### config.mk
export PLATFORM = sky130hd
export DESIGN_NAME = wide_add_sequencer
export DESIGN_NICKNAME = d
export VERILOG_FILES = /design/src/rtl/add_seq_pkg.sv /design/src/rtl/nBitCarryLookAheadAdder.sv /design/src/rtl/wide_add_sequencer.sv
export SDC_FILE = /design/constraint.sdc
export NUM_CORES = 1
export LEC_CHECK = 0
export CORE_ASPECT_RATIO = 1.1
export CORE_MARGIN = 5
export CORE_UTILIZATION = 39
export CTS_BUF_LIST = sky130_fd_sc_hd__clkbuf_16
export DETAILED_ROUTE_END_ITERATION = 10
export GPL_TIMING_DRIVEN = 0
export PLACE_DENSITY = 0.74
export SLEW_MARGIN = 20
export SYNTH_ARGS = -nofsm -noshare
export SYNTH_HDL_FRONTEND = slang
export SYNTH_SLANG_ARGS = --single-unit
export TNS_END_PERCENT = 1
### constraint.sdc
create_clock -name clk -period 7.2 [get_ports clk]
set_input_delay 2.16 -clock clk [delete_from_list [all_inputs] [get_ports clk]]
set_output_delay 2.16 -clock clk [all_outputs]
set_load 0.1 [all_outputs]
### src/rtl/add_seq_pkg.sv
// Shared types and helpers for the sliced wide adder.
// Slice geometry and FSM encoding live here.
package add_seq_pkg;

  typedef enum logic [1:0] {
    IDLE,
    RUN,
    DONE
  } state_e;

  localparam int CLA_BASE_WIDTH = 4;

  function automatic int unsigned slice_lsb(
    input int unsigned idx,
    input int unsigned w
  );
    return idx * w;
  endfunction

endpackage

### src/rtl/nBitCarryLookAheadAdder.sv
// NUMBITS-wide adder built from 4-bit lookahead groups.
// Group carries chain from one group to the next.
module nBitCarryLookAheadAdder
  import add_seq_pkg::*;
#(
  parameter int NUMBITS = 8
) (
  input  logic [NUMBITS-1:0] a_i,
  input  logic [NUMBITS-1:0] b_i,
  input  logic               c_i,
  output logic [NUMBITS-1:0] s_o,
  output logic               c_o
);

  localparam int W  = CLA_BASE_WIDTH;
  localparam int NG = NUMBITS / W;

  if (NUMBITS % W != 0) begin : g_bad_width
    $error("NUMBITS must be a multiple of 4");
  end

  logic [NG:0] cg;

  assign cg[0] = c_i;
  assign c_o   = cg[NG];

  for (genvar k = 0; k < NG; k++) begin : g_grp
    logic [3:0] g;
    logic [3:0] p;
    logic [4:0] c;

    assign g    = a_i[k*W +: W] & b_i[k*W +: W];
    assign p    = a_i[k*W +: W] ^ b_i[k*W +: W];
    assign c[0] = cg[k];
    assign c[1] = g[0] | (p[0] & c[0]);
    assign c[2] = g[1] | (p[1] & g[0])
                | (p[1] & p[0] & c[0]);
    assign c[3] = g[2] | (p[2] & g[1])
                | (p[2] & p[1] & g[0])
                | (p[2] & p[1] & p[0] & c[0]);
    assign c[4] = g[3] | (p[3] & g[2])
                | (p[3] & p[2] & g[1])
                | (p[3] & p[2] & p[1] & g[0])
                | ((&p) & c[0]);

    assign s_o[k*W +: W] = p ^ c[3:0];
    assign cg[k+1]       = c[4];
  end

endmodule

### src/rtl/wide_add_sequencer.sv
// Wide adder that reuses one narrow lookahead adder,
// one slice per cycle, LSB slice first.
module wide_add_sequencer
  import add_seq_pkg::*;
#(
  parameter int TOTALBITS = 32,
  parameter int SLICEBITS = 8
) (
  input  logic                 clk,
  input  logic                 reset,
  input  logic                 in_valid,
  output logic                 in_ready,
  input  logic [TOTALBITS-1:0] a_in,
  input  logic [TOTALBITS-1:0] b_in,
  input  logic                 c_in,
  output logic                 out_valid,
  input  logic                 out_ready,
  output logic [TOTALBITS-1:0] s_out,
  output logic                 c_out,
  output logic                 ovf
);

  localparam int NUMSLICES = TOTALBITS / SLICEBITS;
  localparam int CW  = (NUMSLICES > 1) ? $clog2(NUMSLICES) : 1;
  localparam int MSB = TOTALBITS - 1;
  localparam logic [CW-1:0] LAST = CW'(NUMSLICES - 1);

  if ((TOTALBITS % SLICEBITS != 0) ||
      (SLICEBITS % CLA_BASE_WIDTH != 0)) begin : g_bad_cfg
    $error("TOTALBITS/SLICEBITS geometry is illegal");
  end

  state_e               state_q, state_d;
  logic [CW-1:0]        cnt_q, cnt_d;
  logic [TOTALBITS-1:0] a_q, a_d;
  logic [TOTALBITS-1:0] b_q, b_d;
  logic [TOTALBITS-1:0] s_q, s_d;
  logic                 carry_q, carry_d;
  logic                 cout_q, cout_d;
  logic                 ovf_q, ovf_d;

  int unsigned          lsb;
  logic [SLICEBITS-1:0] add_a, add_b, add_s;
  logic                 add_co;

  always_comb begin
    lsb   = slice_lsb(32'(cnt_q), SLICEBITS);
    add_a = a_q[lsb +: SLICEBITS];
    add_b = b_q[lsb +: SLICEBITS];
  end

  nBitCarryLookAheadAdder #(
    .NUMBITS(SLICEBITS)
  ) u_cla (
    .a_i(add_a),
    .b_i(add_b),
    .c_i(carry_q),
    .s_o(add_s),
    .c_o(add_co)
  );

  always_comb begin
    state_d   = state_q;
    cnt_d     = cnt_q;
    a_d       = a_q;
    b_d       = b_q;
    s_d       = s_q;
    carry_d   = carry_q;
    cout_d    = cout_q;
    ovf_d     = ovf_q;
    in_ready  = 1'b0;
    out_valid = 1'b0;
    unique case (state_q)
      IDLE: begin
        in_ready = 1'b1;
        if (in_valid) begin
          a_d     = a_in;
          b_d     = b_in;
          carry_d = c_in;
          cnt_d   = '0;
          state_d = RUN;
        end
      end
      RUN: begin
        s_d[lsb +: SLICEBITS] = add_s;
        carry_d = add_co;
        cnt_d   = cnt_q + 1'b1;
        if (cnt_q == LAST) begin
          // top slice's sum MSB is the result sign bit
          cout_d  = add_co;
          ovf_d   = (a_q[MSB] == b_q[MSB]) &&
                    (add_s[SLICEBITS-1] != a_q[MSB]);
          cnt_d   = '0;
          state_d = DONE;
        end
      end
      DONE: begin
        out_valid = 1'b1;
        if (out_ready) state_d = IDLE;
      end
      default: state_d = IDLE;
    endcase
  end

  always_ff @(posedge clk) begin
    if (reset) begin
      state_q <= IDLE;
      cnt_q   <= '0;
      a_q     <= '0;
      b_q     <= '0;
      s_q     <= '0;
      carry_q <= 1'b0;
      cout_q  <= 1'b0;
      ovf_q   <= 1'b0;
    end else begin
      state_q <= state_d;
      cnt_q   <= cnt_d;
      a_q     <= a_d;
      b_q     <= b_d;
      s_q     <= s_d;
      carry_q <= carry_d;
      cout_q  <= cout_d;
      ovf_q   <= ovf_d;
    end
  end

  assign s_out = s_q;
  assign c_out = cout_q;
  assign ovf   = ovf_q;

endmodule

* After elaboration in Yosys (flattened, before gate mapping)
Index checks and enable logic that the tools add are counted.
** Word-level totals
- Bits in registers :: 103
- Logic and storage cells :: 99
- Input bits :: 69
- Output and inout port bits :: 36
** Cells by class
- Shift-type cells :: 4
- Bitwise gates (word level) :: 56
- Muxes and demuxes :: 12
- Eq/ne operators :: 8
- Reduce and logical (&&, ||, !) cells :: 9
- Add/sub/neg operators :: 2
** Operator list (count)
- $shiftx A32 B6 Y8 :: 2
- $neg A5 Y34 :: 1
- $shift A8 B34 Y32 const A :: 1
- $shiftx A8 B34 Y32 :: 1
- $bwmux W32 :: 1
- $and A1 B1 Y1 :: 30
- $or A1 B1 Y1 :: 20
- $xor A4 B4 Y4 :: 4
- $mux W2 :: 5
- $and A4 B4 Y4 :: 2
- $reduce_and A4 Y1 :: 2
- $ne A2 B2 Y1 const B :: 3
- $pmux W2 S3 :: 1
- $reduce_and A2 Y1 :: 3
- $eq A2 B2 Y1 const B :: 2
- $pmux W2 S2 :: 1
- $mux W1 :: 3
- $reduce_and A3 Y1 :: 1
- $add A2 B1 Y2 const B :: 1
- $eq A2 B1 Y1 const B :: 1
- $logic_not A2 Y1 :: 1
- $pmux W1 S2 :: 1
- $reduce_bool A2 Y1 :: 1
- $eq A1 B1 Y1 :: 1
- other kinds (2) :: 2

* Longest topological paths before layout
- Depth in word-level cells :: 12
- Mapped depth :: 11
- Gate-level depth less buffers :: 9

* By module
Synthesis repeated with hierarchy kept, for this count alone.
** Second synthesis, totals
- Cells, all modules :: 494
- Area total of the unflattened synthesis :: 4419.2 µm²
** By module, submodules not included
- wide_add_sequencer :: seq. area each 2062.0 µm², cells each 458, area an instance 4097.7 µm², instances 1
- nBitCarryLookAheadAdder :: seq. area each 0.0 µm², cells each 36, area an instance 321.6 µm², instances 1

* Worst setup path before layout
Ideal clock, no wire load.
- Path type :: register -> output
- Start point :: reg state_q[1]
- End point :: out out_valid
- Stages on the path, launching flop included :: 2
- Path slack :: 3.251 ns
- Data arrival time :: 1.789 ns
- Path buffers :: 0
- Data required time :: 5.040 ns
- Cells stage by stage :: dfxtp_1 -> nor2b_1
** On the way
- Cells in the longest elaborated chain, start to end :: 2
** Ends and longest elaborated chain
- from (decl) :: line wide_add_sequencer.sv:33 : state_e state_q, state_d;
- from (signal assigned) :: line wide_add_sequencer.sv:116 : state_q <= state_d;
- $eq A2 B2 Y1 :: line wide_add_sequencer.sv:73 : unique case (state_q)
- $mux W1 :: line wide_add_sequencer.sv:73
- to (decl) :: line wide_add_sequencer.sv:16 : output logic out_valid,
No other way between the ends.

* Worst setup path in the final report
Same ends and word-level chain as after synthesis.

==> results.md <==
- Status: finished, final reports clean
- Crit path capture type: output pin
- Routed WL: between 10000 and 15000 um
- Layout cells sized above 1: 0.06518
- Clock latency on the worst-skew pair: between 300 and 400 ps
- DRC viols: 0
- Setup crit start kind: register
- GRT Util Overall: 0.1870
- Initial antenna violation count: 0
- Core area: between 10000 and 15000 um2
- Setup TNS: 0 ps
- Routed Antenna Nets: 0
- Yosys Warn Count: 0
- Final Skew: roughly 8.4 ps
- Mapped Nets: approximately 600
- CP required: between 5000 and 6000 ps
- DPL Wire Length: around 9700 um
- CTS tree: yes
- Die height: 122.5 um
- Nets: 710
- Final period util: 0.5957
- First-pass iteration count of the detailed router: 5
- CTS clk-pin slew, worst paths: 70 ps
- Total of max-cap violations: 0
- Initial DRC count: about 240
- Largest net degree at the start of global routing: 17
- Unrepaired setup endpoints after global routing: false
- Slew @ Worst Pin: between 900 and 1000 ps
- Hold/Removal Path Class: reg -> reg
- PD cells: 224.9 nW/um2
- Post-CTS Setup Bufs: 0
- Yosys cell types: 41
- Inserted Clock Buffers: 9
- Slew HR: 0.3383
- Root Buffer: clkbuf_16
- I/O Pins: between 100 and 150
- FFs w/ async S/R, synth: 0
- Fmax: about 0.23 GHz
- Rows: between 40 and 50
- Final Wtd Congestion: about 0.9
- First-pass GRT wire length: around 20000 um
- Clk sink count: between 100 and 150
- Sequential area share after synthesis: 0.4593
- Min Hold Slack: about 450 ps
- Worst Path Max Fanout: 7
- Hold-fix buffers, CTS: 0
- Final min period: approximately 4300 ps
- Die X: around 110 um
- Initial Utilization: 0.3942
- Cell area after synthesis: between 4000 and 5000 um2
- Vias in the first global route: ~4.2k
- H-Tree Depth: 3
- Syn_area_per_cell: between 8 and 9 um2
- Highest ir drop seen on vdd: between 100 and 150 uV
- Final setup viols: 0
- Post-CTS Resized: 0
- EDFF count, synth: 0
- Final slew viol count: 0
- Final hold vios: 0
- Antenna cell count: 0
- Full die area: 13760 um2
- Port bufs: a little over 100
- Static Leakage: approximately 2.2 nW
- Data arrival, critical path: about 2100 ps
- Primary FF master, synth: dfxtp_1
- Via Count: ~4k
- Critical setup path kind: reg -> out
- Clk buf depth: 2
- Avg WL per Cell: 16.37 um
- Mapped Cells: slightly above 500
- Flops & latches, synth: just over 100
- P&R area growth vs syn: 34.62%
- # fillers: 1041
- Vias/cell: roughly 5.3
- GRT overflow: 0
-- sequential cells by signal, indices dropped and copies added (netlist names) --
register	cells
a_q	32
b_q	32
c_out	1
carry_q	1
cnt_q	2
ovf	1
s_out	32
state_q	2
-- kinds of logic (layout without fill, tap and decap cells) --
kind of cell,count (synthesis),after routing,synth area share
fa+ha+maj,16,16,0.04794
xor+xnor,4,4,0.007805
flops,103,103,0.4593
simple gates,200,200,0.1915
mux,17,17,0.08250
buf+inv,43,161,0.03679
compound gates,128,128,0.1742
-- worst max-delay path: stages (launching register included) --
cell and delay [ps]:
dfxtp_1 430, nor2b_1 200, clkdlybuf4s50_1 1150
-- area by class of cell --
cell class / count / area (um2) / area share
clock inverter: 6 / 110.1 / 0.01822
multi-input combinational: 365 / 2262 / 0.3743
timing repair buffer: 103 / 1031 / 0.1706
tap: 150 / 187.7 / 0.03106
sequential: 103 / 2062 / 0.3412
clock buffer: 9 / 225.2 / 0.03727
buffer: 30 / 116.4 / 0.01925
inverter: 13 / 48.80 / 0.008075
-- cell usage after synthesis, drive strengths merged (2+ instances only) --
cell,n,area share
a211oi,4,0.0078
a21o,4,0.0067
a21oi,75,0.084
a22oi,22,0.037
and2,3,0.0042
buf,9,0.0084
clkbuf,21,0.018
dfxtp,103,0.46
fa,2,0.0089
ha,14,0.039
inv,13,0.011
mux4,16,0.080
nand2,145,0.12
nand2b,6,0.0084
nand3b,4,0.0067
nor2,30,0.025
nor2b,2,0.0028
nor3,5,0.0078
o21ai,11,0.012
o31ai,4,0.0067
xnor2,2,0.0039
xor2,2,0.0039
-- per-layer routing --
layer | vias up | track usage | wire (um)
li1 | 1988 | - | -
met1 | 1944 | 0.2154 | 5284
met2 | 147 | 0.3346 | 6359
met3 | 32 | 0.03452 | 713
met4 | 0 | 0.09091 | 397
met5 | - | 0 | 0
-- path summary, 6_finish.rpt --
kind	startpoint	slack, ps	cells past startpoint	endpoint
worst max-delay path	state_q[1]	2910	2	out_valid
worst min-delay path	a_q[22]	450	2	a_q[22]
worst min register to register	a_q[22]	450	2	a_q[22]
worst max register to register	cnt_q[0]	3050	10	s_out[21]
-- cells in the final DEF (no fill, tap or decap), types with 2 or more instances in the layout --
cell and n:
bufinv_16 3, buf_2 3, a22oi_1 22, inv_1 14, xnor2_1 2, clkbuf_16 9, nor3_2 2, nor2b_1 2
xor2_1 2, o31ai_1 4, nor3_1 3, clkbuf_1 21, nand2_1 144, nor2_1 30, nand2b_1 6, fa_1 2
dfxtp_1 103, buf_1 6, nand3b_1 4, a21o_1 4, clkdlybuf4s50_1 103, and2_1 3, a21oi_1 75, a211oi_1 3
ha_1 14, o21ai_0 10, mux4_2 16
-- power by group --
group	leakage, nW	switching [mW]	internal (mW)
clock	0.163	0.210	0.338
combinational	1.19	0.119	0.0847
sequential	0.840	0.0144	0.593
-- per-stage QoR --
step | total power [mW] | cell area (um2) | setup slack, ps | utilization | cells
3_5_place_dp | 0.8226 | 5708 | 3074 | 0.5012 | 764
3_3_place_gp | 0.8168 | 5708 | 3095 | 0.5012 | 764
6_report | 1.359 | 6043 | 2911 | 0.5307 | 779
5_1_grt | 1.406 | 6043 | 2814 | 0.5307 | 779
4_1_cts | 1.364 | 6043 | 2896 | 0.5307 | 779
2_1_floorplan | 0.7394 | 4489 | 3251 | - | 511
Power figures use the tool's default switching activity.
